### src/rtl/mips_ctrl_pkg.sv
// Shared encodings for the mian multi-cycle control path and its datapath.
package mips_ctrl_pkg;

  localparam int unsigned OPCODE_W   = 6;
  localparam int unsigned FUNCT_W    = 6;
  localparam int unsigned STATE_W    = 4;
  localparam int unsigned ALU_CTRL_W = 3;
  localparam int unsigned SEL_W      = 2;
  localparam int unsigned COUNT_W    = 32;

  localparam logic [OPCODE_W-1:0] OP_RTYPE = 6'b000000;
  localparam logic [OPCODE_W-1:0] OP_LW    = 6'b100011;
  localparam logic [OPCODE_W-1:0] OP_SW    = 6'b101011;
  localparam logic [OPCODE_W-1:0] OP_BEQ   = 6'b000100;
  localparam logic [OPCODE_W-1:0] OP_ADDI  = 6'b001000;
  localparam logic [OPCODE_W-1:0] OP_J     = 6'b000010;

  localparam logic [FUNCT_W-1:0] FN_ADD = 6'b100000;
  localparam logic [FUNCT_W-1:0] FN_SUB = 6'b100010;
  localparam logic [FUNCT_W-1:0] FN_AND = 6'b100100;
  localparam logic [FUNCT_W-1:0] FN_OR  = 6'b100101;
  localparam logic [FUNCT_W-1:0] FN_SLT = 6'b101010;

  localparam logic [ALU_CTRL_W-1:0] ALU_ADD = 3'b010;
  localparam logic [ALU_CTRL_W-1:0] ALU_SUB = 3'b110;
  localparam logic [ALU_CTRL_W-1:0] ALU_AND = 3'b000;
  localparam logic [ALU_CTRL_W-1:0] ALU_OR  = 3'b001;
  localparam logic [ALU_CTRL_W-1:0] ALU_SLT = 3'b111;

  localparam logic [SEL_W-1:0] SRCB_B       = 2'b00;
  localparam logic [SEL_W-1:0] SRCB_FOUR    = 2'b01;
  localparam logic [SEL_W-1:0] SRCB_IMM     = 2'b10;
  localparam logic [SEL_W-1:0] SRCB_IMM_SH2 = 2'b11;

  localparam logic [SEL_W-1:0] PCSRC_ALU    = 2'b00;
  localparam logic [SEL_W-1:0] PCSRC_ALUOUT = 2'b01;
  localparam logic [SEL_W-1:0] PCSRC_JUMP   = 2'b10;

  typedef enum logic [STATE_W-1:0] {
    S_FETCH  = 4'd0,
    S_DECODE = 4'd1,
    S_MEMADR = 4'd2,
    S_MEMRD  = 4'd3,
    S_MEMWB  = 4'd4,
    S_MEMWR  = 4'd5,
    S_EXEC   = 4'd6,
    S_ALUWB  = 4'd7,
    S_BRANCH = 4'd8,
    S_ADDIEX = 4'd9,
    S_ADDIWB = 4'd10,
    S_JUMP   = 4'd11,
    S_TRAP   = 4'd12
  } state_t;

endpackage

### src/rtl/multicycle_ctrl_alu_decoder.sv
// R-type funct field to ALU operation; funct_ok flags the supported subset.
module alu_decoder
  import mips_ctrl_pkg::*;
(
  input  logic [FUNCT_W-1:0]    funct,
  output logic [ALU_CTRL_W-1:0] alu_ctrl,
  output logic                  funct_ok
);

  always_comb begin
    alu_ctrl = ALU_AND;
    funct_ok = 1'b1;
    case (funct)
      FN_ADD:  alu_ctrl = ALU_ADD;
      FN_SUB:  alu_ctrl = ALU_SUB;
      FN_AND:  alu_ctrl = ALU_AND;
      FN_OR:   alu_ctrl = ALU_OR;
      FN_SLT:  alu_ctrl = ALU_SLT;
      default: funct_ok = 1'b0;
    endcase
  end

endmodule

### src/rtl/multicycle_ctrl.sv
// Multi-cycle FETCH/DECODE/EXECUTE/MEM/WB sequencer with memory stall,
// retired-instruction counter and sticky illegal-instruction trap.
module multicycle_ctrl
  import mips_ctrl_pkg::*;
(
  input  logic                  clk,
  input  logic                  reset,
  input  logic [OPCODE_W-1:0]   opcode,
  input  logic [FUNCT_W-1:0]    funct,
  input  logic                  zero,
  input  logic                  mem_ready,
  output logic                  pc_en,
  output logic                  iord,
  output logic                  mem_read,
  output logic                  mem_write,
  output logic                  ir_write,
  output logic                  reg_dst,
  output logic                  mem_to_reg,
  output logic                  reg_write,
  output logic                  alu_src_a,
  output logic [SEL_W-1:0]      alu_src_b,
  output logic [ALU_CTRL_W-1:0] alu_ctrl,
  output logic [SEL_W-1:0]      pc_src,
  output logic [STATE_W-1:0]    state,
  output logic                  trap,
  output logic [COUNT_W-1:0]    retired
);

  state_t                state_q, state_d;
  logic [COUNT_W-1:0]    retired_q;
  logic [ALU_CTRL_W-1:0] funct_alu;
  logic                  funct_ok;
  logic                  retire_c;

  alu_decoder u_alu_decoder (
    .funct    (funct),
    .alu_ctrl (funct_alu),
    .funct_ok (funct_ok)
  );

  // State register and retired counter; a trapped instruction never reaches a retire state.
  always_ff @(posedge clk) begin
    if (reset) begin
      state_q   <= S_FETCH;
      retired_q <= '0;
    end else begin
      state_q <= state_d;
      if (retire_c) retired_q <= retired_q + COUNT_W'(1);
    end
  end

  always_comb begin
    state_d    = state_q;
    retire_c   = 1'b0;
    pc_en      = 1'b0;
    iord       = 1'b0;
    mem_read   = 1'b0;
    mem_write  = 1'b0;
    ir_write   = 1'b0;
    reg_dst    = 1'b0;
    mem_to_reg = 1'b0;
    reg_write  = 1'b0;
    alu_src_a  = 1'b0;
    alu_src_b  = SRCB_B;
    alu_ctrl   = ALU_AND;
    pc_src     = PCSRC_ALU;
    trap       = 1'b0;

    case (state_q)
      S_FETCH: begin
        mem_read  = 1'b1;
        alu_src_b = SRCB_FOUR;
        alu_ctrl  = ALU_ADD;
        ir_write  = mem_ready;
        pc_en     = mem_ready;
        if (mem_ready) state_d = S_DECODE;
      end
      S_DECODE: begin
        alu_src_b = SRCB_IMM_SH2;
        alu_ctrl  = ALU_ADD;
        case (opcode)
          OP_LW, OP_SW: state_d = S_MEMADR;
          OP_RTYPE:     state_d = S_EXEC;
          OP_BEQ:       state_d = S_BRANCH;
          OP_ADDI:      state_d = S_ADDIEX;
          OP_J:         state_d = S_JUMP;
          default:      state_d = S_TRAP;
        endcase
      end
      S_MEMADR, S_ADDIEX: begin
        alu_src_a = 1'b1;
        alu_src_b = SRCB_IMM;
        alu_ctrl  = ALU_ADD;
        if (state_q == S_ADDIEX) state_d = S_ADDIWB;
        else                     state_d = (opcode == OP_SW) ? S_MEMWR : S_MEMRD;
      end
      S_MEMRD: begin
        mem_read = 1'b1;
        iord     = 1'b1;
        if (mem_ready) state_d = S_MEMWB;
      end
      S_MEMWB: begin
        reg_write  = 1'b1;
        mem_to_reg = 1'b1;
        retire_c   = 1'b1;
        state_d    = S_FETCH;
      end
      S_MEMWR: begin
        mem_write = 1'b1;
        iord      = 1'b1;
        retire_c  = mem_ready;
        if (mem_ready) state_d = S_FETCH;
      end
      S_EXEC: begin
        alu_src_a = 1'b1;
        alu_ctrl  = funct_alu;
        state_d   = funct_ok ? S_ALUWB : S_TRAP;
      end
      S_ALUWB: begin
        reg_write = 1'b1;
        reg_dst   = 1'b1;
        retire_c  = 1'b1;
        state_d   = S_FETCH;
      end
      S_ADDIWB: begin
        reg_write = 1'b1;
        retire_c  = 1'b1;
        state_d   = S_FETCH;
      end
      S_BRANCH: begin
        alu_src_a = 1'b1;
        alu_ctrl  = ALU_SUB;
        pc_src    = PCSRC_ALUOUT;
        pc_en     = zero;
        retire_c  = 1'b1;
        state_d   = S_FETCH;
      end
      S_JUMP: begin
        pc_src   = PCSRC_JUMP;
        pc_en    = 1'b1;
        retire_c = 1'b1;
        state_d  = S_FETCH;
      end
      S_TRAP: begin
        trap    = 1'b1;
        state_d = S_TRAP;
      end
      default: state_d = S_TRAP;
    endcase

    // No architectural write may escape in a reset cycle.
    if (reset) begin
      pc_en     = 1'b0;
      ir_write  = 1'b0;
      mem_read  = 1'b0;
      mem_write = 1'b0;
      reg_write = 1'b0;
    end
  end

  assign state   = state_q;
  assign retired = retired_q;

endmodule

### config.mk
export PLATFORM = sky130hd
export DESIGN_NAME = multicycle_ctrl
export DESIGN_NICKNAME = d
export VERILOG_FILES = /design/src/rtl/mips_ctrl_pkg.sv /design/src/rtl/multicycle_ctrl_alu_decoder.sv /design/src/rtl/multicycle_ctrl.sv
export SDC_FILE = /design/constraint.sdc
export NUM_CORES = 1
export LEC_CHECK = 0
export ABC_AREA = 1
export CAP_MARGIN = 40
export CORE_MARGIN = 5
export CORE_UTILIZATION = 42
export CTS_BUF_LIST = sky130_fd_sc_hd__clkbuf_4 sky130_fd_sc_hd__clkbuf_8
export DETAILED_ROUTE_END_ITERATION = 6
export PLACE_DENSITY = 0.7
export SETUP_SLACK_MARGIN = 0.5
export SKIP_LAST_GASP = 1
export SYNTH_ARGS = -nofsm -noshare
export SYNTH_HDL_FRONTEND = slang
export SYNTH_SLANG_ARGS = --single-unit
### constraint.sdc
create_clock -name clk -period 2 [get_ports clk]
set_input_delay 0.4 -clock clk [delete_from_list [all_inputs] [get_ports clk]]
set_output_delay 0.4 -clock clk [all_outputs]
set_load 0.02 [all_outputs]
### After elaboration in Yosys (flattened, before gate mapping)

Index checks and enable logic that the tools add are counted.

| word-level totals | value |
|---|---|
| output and inout bits | 53 |
| logic and storage cells | 69 |
| bits in registers | 36 |

| operators by class | value |
|---|---|
| add/sub/neg operators | 1 |
| reductions and logical operators | 12 |
| eq/ne operators | 25 |
| mux-type cells | 29 |

Operators with widths:

| cell | count |
|---|---|
| equality test 6 bit (second input constant) | 7 |
| adder 32 x 1 -> 32 bit (second input constant) | 1 |
| case mux 4 bit (7 select lines) | 1 |
| equality test 4 bit (second input constant) | 5 |
| 2-to-1 mux 4 bit | 5 |
| case mux 4 bit (5 select lines) | 1 |
| equality test 4 x 3 -> 1 bit (second input constant) | 4 |
| 2-to-1 mux 1 bit | 15 |
| case mux 3 bit (4 select lines) | 1 |
| OR reduction 5 bit | 2 |
| case mux 3 bit (3 select lines) | 1 |
| equality test 4 x 2 -> 1 bit (second input constant) | 2 |
| OR reduction 2 bit | 4 |
| OR reduction 4 bit | 2 |
| equality test 6 x 2 -> 1 bit (second input constant) | 1 |
| equality test 6 x 3 -> 1 bit (second input constant) | 1 |
| equality test 6 x 4 -> 1 bit (second input constant) | 1 |
| zero test 6 bit | 1 |
| inequality test 2 bit (second input constant) | 3 |
| case mux 2 bit (3 select lines) | 1 |
| equality test 4 x 1 -> 1 bit (second input constant) | 1 |
| zero test 4 bit | 1 |
| case mux 2 bit (2 select lines) | 1 |
| 2-to-1 mux 3 bit | 1 |
| other kinds (4) | 4 |

### Logic depth before layout (Yosys ltp)

| logic depth | value |
|---|---|
| word-level depth | 5 |
| mapped depth | 11 |

### Hierarchy

From an unflattened synthesis, not the netlist that was laid out.

| unflattened totals | value |
|---|---|
| cell total of the unflattened synthesis | 483 |
| area total of the unflattened synthesis | 2740.1 µm² |

Modules (own cells, without submodules):

| module | cells each | area each (µm²) | times used | sequential area each (µm²) |
|---|---|---|---|---|
| multicycle_ctrl | 461 | 2640.0 | 1 | 720.7 |
| alu_decoder | 22 | 100.1 | 1 | 0.0 |

### Least setup slack after synthesis

Ideal clock, no wire load.

| timing path | value |
|---|---|
| path kind | register to output |
| start point | reg state_q[2] (netlist: state[2]) |
| end point | out alu_ctrl[0] |
| required time | 1.600 ns |
| cell stages (with the launch flop) | 5 |
| data arrival time | 1.513 ns |
| slack | 0.087 ns |
| buffers on the path | 0 |
| path through | dfxtp_1 nand2_1 nor2_1 nand4_1 o21ai_0 |

| on the way | value |
|---|---|
| cells in the longest elaborated chain, start to end | 3 |
| elaborated cells between the ends (all ways) | 8 |
| those cells by class | eq/ne: 5; mux: 1; reduce/logical: 2 |

Ends and longest elaborated chain:

| what | line | text |
|---|---|---|
| start: declaration | multicycle_ctrl.sv:29 | `state_t state_q, state_d;` |
| start signal: assignment | multicycle_ctrl.sv:47 | `state_q <= state_d;` |
| equality test 4 bit, or another cell as far along | multicycle_ctrl.sv:69 | `case (state_q)` |
| OR reduction 4 bit (no source line) | n/a |  |
| case mux 3 bit (3 select lines) (*) | multicycle_ctrl.sv:69 |  |
| end: declaration | multicycle_ctrl.sv:22 | `output logic [ALU_CTRL_W-1:0] alu_ctrl,` |

Mark *: on every way between the ends. The rest lies on a longest branch, timed or not.

### Worst setup path in the final report

| timing path | value |
|---|---|
| start point | reg state_q[1] (netlist: state[1]) |
| end point | out alu_ctrl[1] |

Same word-level chain as after synthesis.

==> results.toml <==
[cells_and_area]
ff_latch_area_um2 = 743.2
multiInputGateArea_um2 = 1877
fin_area_um2 = 4272
fill_cells = 481
diodes = 0
area_growth_pct = 66.29
nets = 609
drive_above_1_share = 0.3238
final_cells = 668
post-route-util = 0.7215

[routing]
dr.pass1.iters = 6
drt-initial-drc-count = 209
routed_wl_um = 9608
antenna_left = 0
drc = 0
via_per_inst = 5.244
routedWlPerCell_um = 14.38
vias = 3503

[synth]
yosysWarningCount = 0
synthCells = 466
ys_seq_area_frac = 0.2806
postSynthAreaPerCell_um2 = 5.512
synth.top_cells.by_area = "dfxtp_1 28%, nand2_1 25%, nor2_1 13%, nand3_1 8.8%, inv_1 6.3%"
netlist_area_um2 = 2569
synth_top_area_frac = 0.2806
synth_nets = 483
synth_cell_types = 23
synth.largest_area_cell = "dfxtp_1"
synth_seq_cells = 36

[pwr]
vdd_drop_max_uv = 788.0
p_per_area_nw_per_um2 = 1078
leakage_nw = 1.893

[worst_hold_path]
hold_path.class = "register to register"
min-delay-start = "retired[31]"

[clocking]
cts_tree = "built"
clockRootBuffer = "clkbuf_8"
clkTransAtPathRegs_ns = 0.09
cts_sinks = 36
clkLatencyLatePin_ns = 0.30
cts_htree_levels = 2
cts_buffers = 5
clockBufferDepth = 2

[sta]
fin_crit_sh = 0.9469
fin_skew_ns = 0.01643
relSlewSlack = 0.6724
min_period_ns = 1.894
fmax_mhz = 528.1
worst_pin_slew_ns = 0.4877
slew_viol_final = 0
finalHoldViolCount = 0
rsz0062_at_grt = "yes"
setup_tns_ns = 0
setup_viol = 0

[critical_path]
timing.rr.end = "state[1]"
reg2reg_from = "state[1]"
crit_path_max_fanout = 4
cp.depth = 7
cp_data_arrival_time_ns = 1.49
crit_buf_inv = 2
crit_slowest_cell = "dfxtp_4"
path_cells = "buf_6 > nor2_4 > nand2_1 > nand2_2 > nor2_2 > o221ai_2 > buf_4"
r2r_cells = 13
endpoint_kind = "primary output"
crit_type = "register to primary output"
cp.required_ns = 1.60
crit_start = "state[1]"
startpoint_type = "register"
r2r_setup_slack_ns = 0.17
critPathCapture = "alu_ctrl[1]"
critPathTopFamily = "flip-flops"
slowest_delay_ns = 0.40

[global_routing]
grt_pass1_vias = 3147
grt_usage = 0.2403
grt_max_degree = 14
antenna_found_initial = 0
overflow = 0
grt_pass1_wl_um = 14870

[die]
core_um2 = 5921
die_h_um = 88.21
die_area_um2 = 7780
pin_count = 69
fp.dieW_um = 88.21
row_count = 28
start_util = 0.4339

[place]
dp_hpwl_um = 6191
place_congestion = 0.8765
port_buffers = 68
place_inst = 624
placed_area_um2 = 3536

[run_status]
status = "complete, no violations"

[job]
maxCapViolCount = 0
stage by stage:
stage	hold WS, ns	worst slack, ns	power (mW)
after floorplan	0.5203	0.4349	1.823
after global routing	0.5215	0.07203	4.829
final	0.5009	0.1063	4.606
after detailed placement	0.4914	-0.4343	2.524
after CTS	0.5015	0.1893	4.116
after global placement	0.4833	-0.3784	2.520
cells in the mapped netlist (all sizes together):
library cell  number
nand3             45
o221ai             1
nand2            175
nand4              7
a21oi             32
o21ai              6
inv               46
buf                8
xor2               7
xnor2              1
a31oi              1
dfxtp             36
ha                 1
clkbuf             3
nor3               3
nor2              94
where the power goes:
part           internal (mW)  switching, mW
registers              0.781         0.0898
clock network          0.243          0.297
logic                   1.72           1.48
placed cells by master, fill, tap and decap left out, types with 10 or more instances in the layout:
cell type / count
nand2_1: 158
nor2_1: 68
nand3_1: 41
buf_4: 41
inv_1: 35
buf_6: 28
dfxtp_1: 26
a21oi_1: 23
clkbuf_2: 16
nor2_2: 15
nor2_4: 11
nand2_2: 10
dlygate4sd2_1: 10
clkdlybuf4s50_1: 10
area by class of cell:
type,instances,area share
Clock buffer,5,0.01611
Sequential cell,36,0.1740
Timing Repair Buffer,129,0.3002
Clock inverter,3,0.004394
Multi-Input combinational cell,374,0.4394
Inverter,46,0.04394
Tap cell,75,0.02197
sequential cells by signal, summed over array words and instances (netlist names):
signal,cells
state,4
retired,32
tightest hold or removal path: cells and delay by family, from the launching register on:
family             cells  cell delay, ns
AOI/OAI and AO/OA      1            0.05
DFF                    1            0.34
and+or+nand+nor        1            0.07
how the worst min path moves through the flow:
| stage | slack, ns | end | cells past startpoint |
|---|---|---|---|
| 3_3_place_gp | 0.48 | retired[31] | 2 |
| 5_1_grt | 0.52 | retired[31] | 2 |
| 3_5_place_dp | 0.49 | retired[0] | 2 |
| 2_1_floorplan | 0.52 | retired[0] | 2 |
| 4_1_cts | 0.50 | retired[31] | 2 |
| 6_report | 0.50 | retired[31] | 2 |
what timing repair did:
action	in CTS	in global routing
hold buffers	0	0
resized for setup	210	96
gates cloned	6	1
endpoints found under the setup margin	85	84
setup buffers	20	9
pin swaps	19	25
metal layers:
layer  up-vias  track usage  routed length [um]
li1       1726            -                   -
met1      1599       0.3090                3944
met2       152       0.3943                4626
met3        26      0.05362                 771
met4         0      0.08516                 267
met5         -            0                   0
cells by family (layout without fill, tap and decap cells):
group,Yosys count,count (layout),synth area share
XOR/XNOR,8,8,0.02728
AND/OR/NAND/NOR,324,325,0.5114
AO/OA/AOI/OAI,40,40,0.07988
adder cells (fa/ha/maj),1,1,0.004870
flip-flops,36,36,0.2806
buffers and inverters,57,183,0.09595
Note: power is estimated with default switching activity, not from simulation.
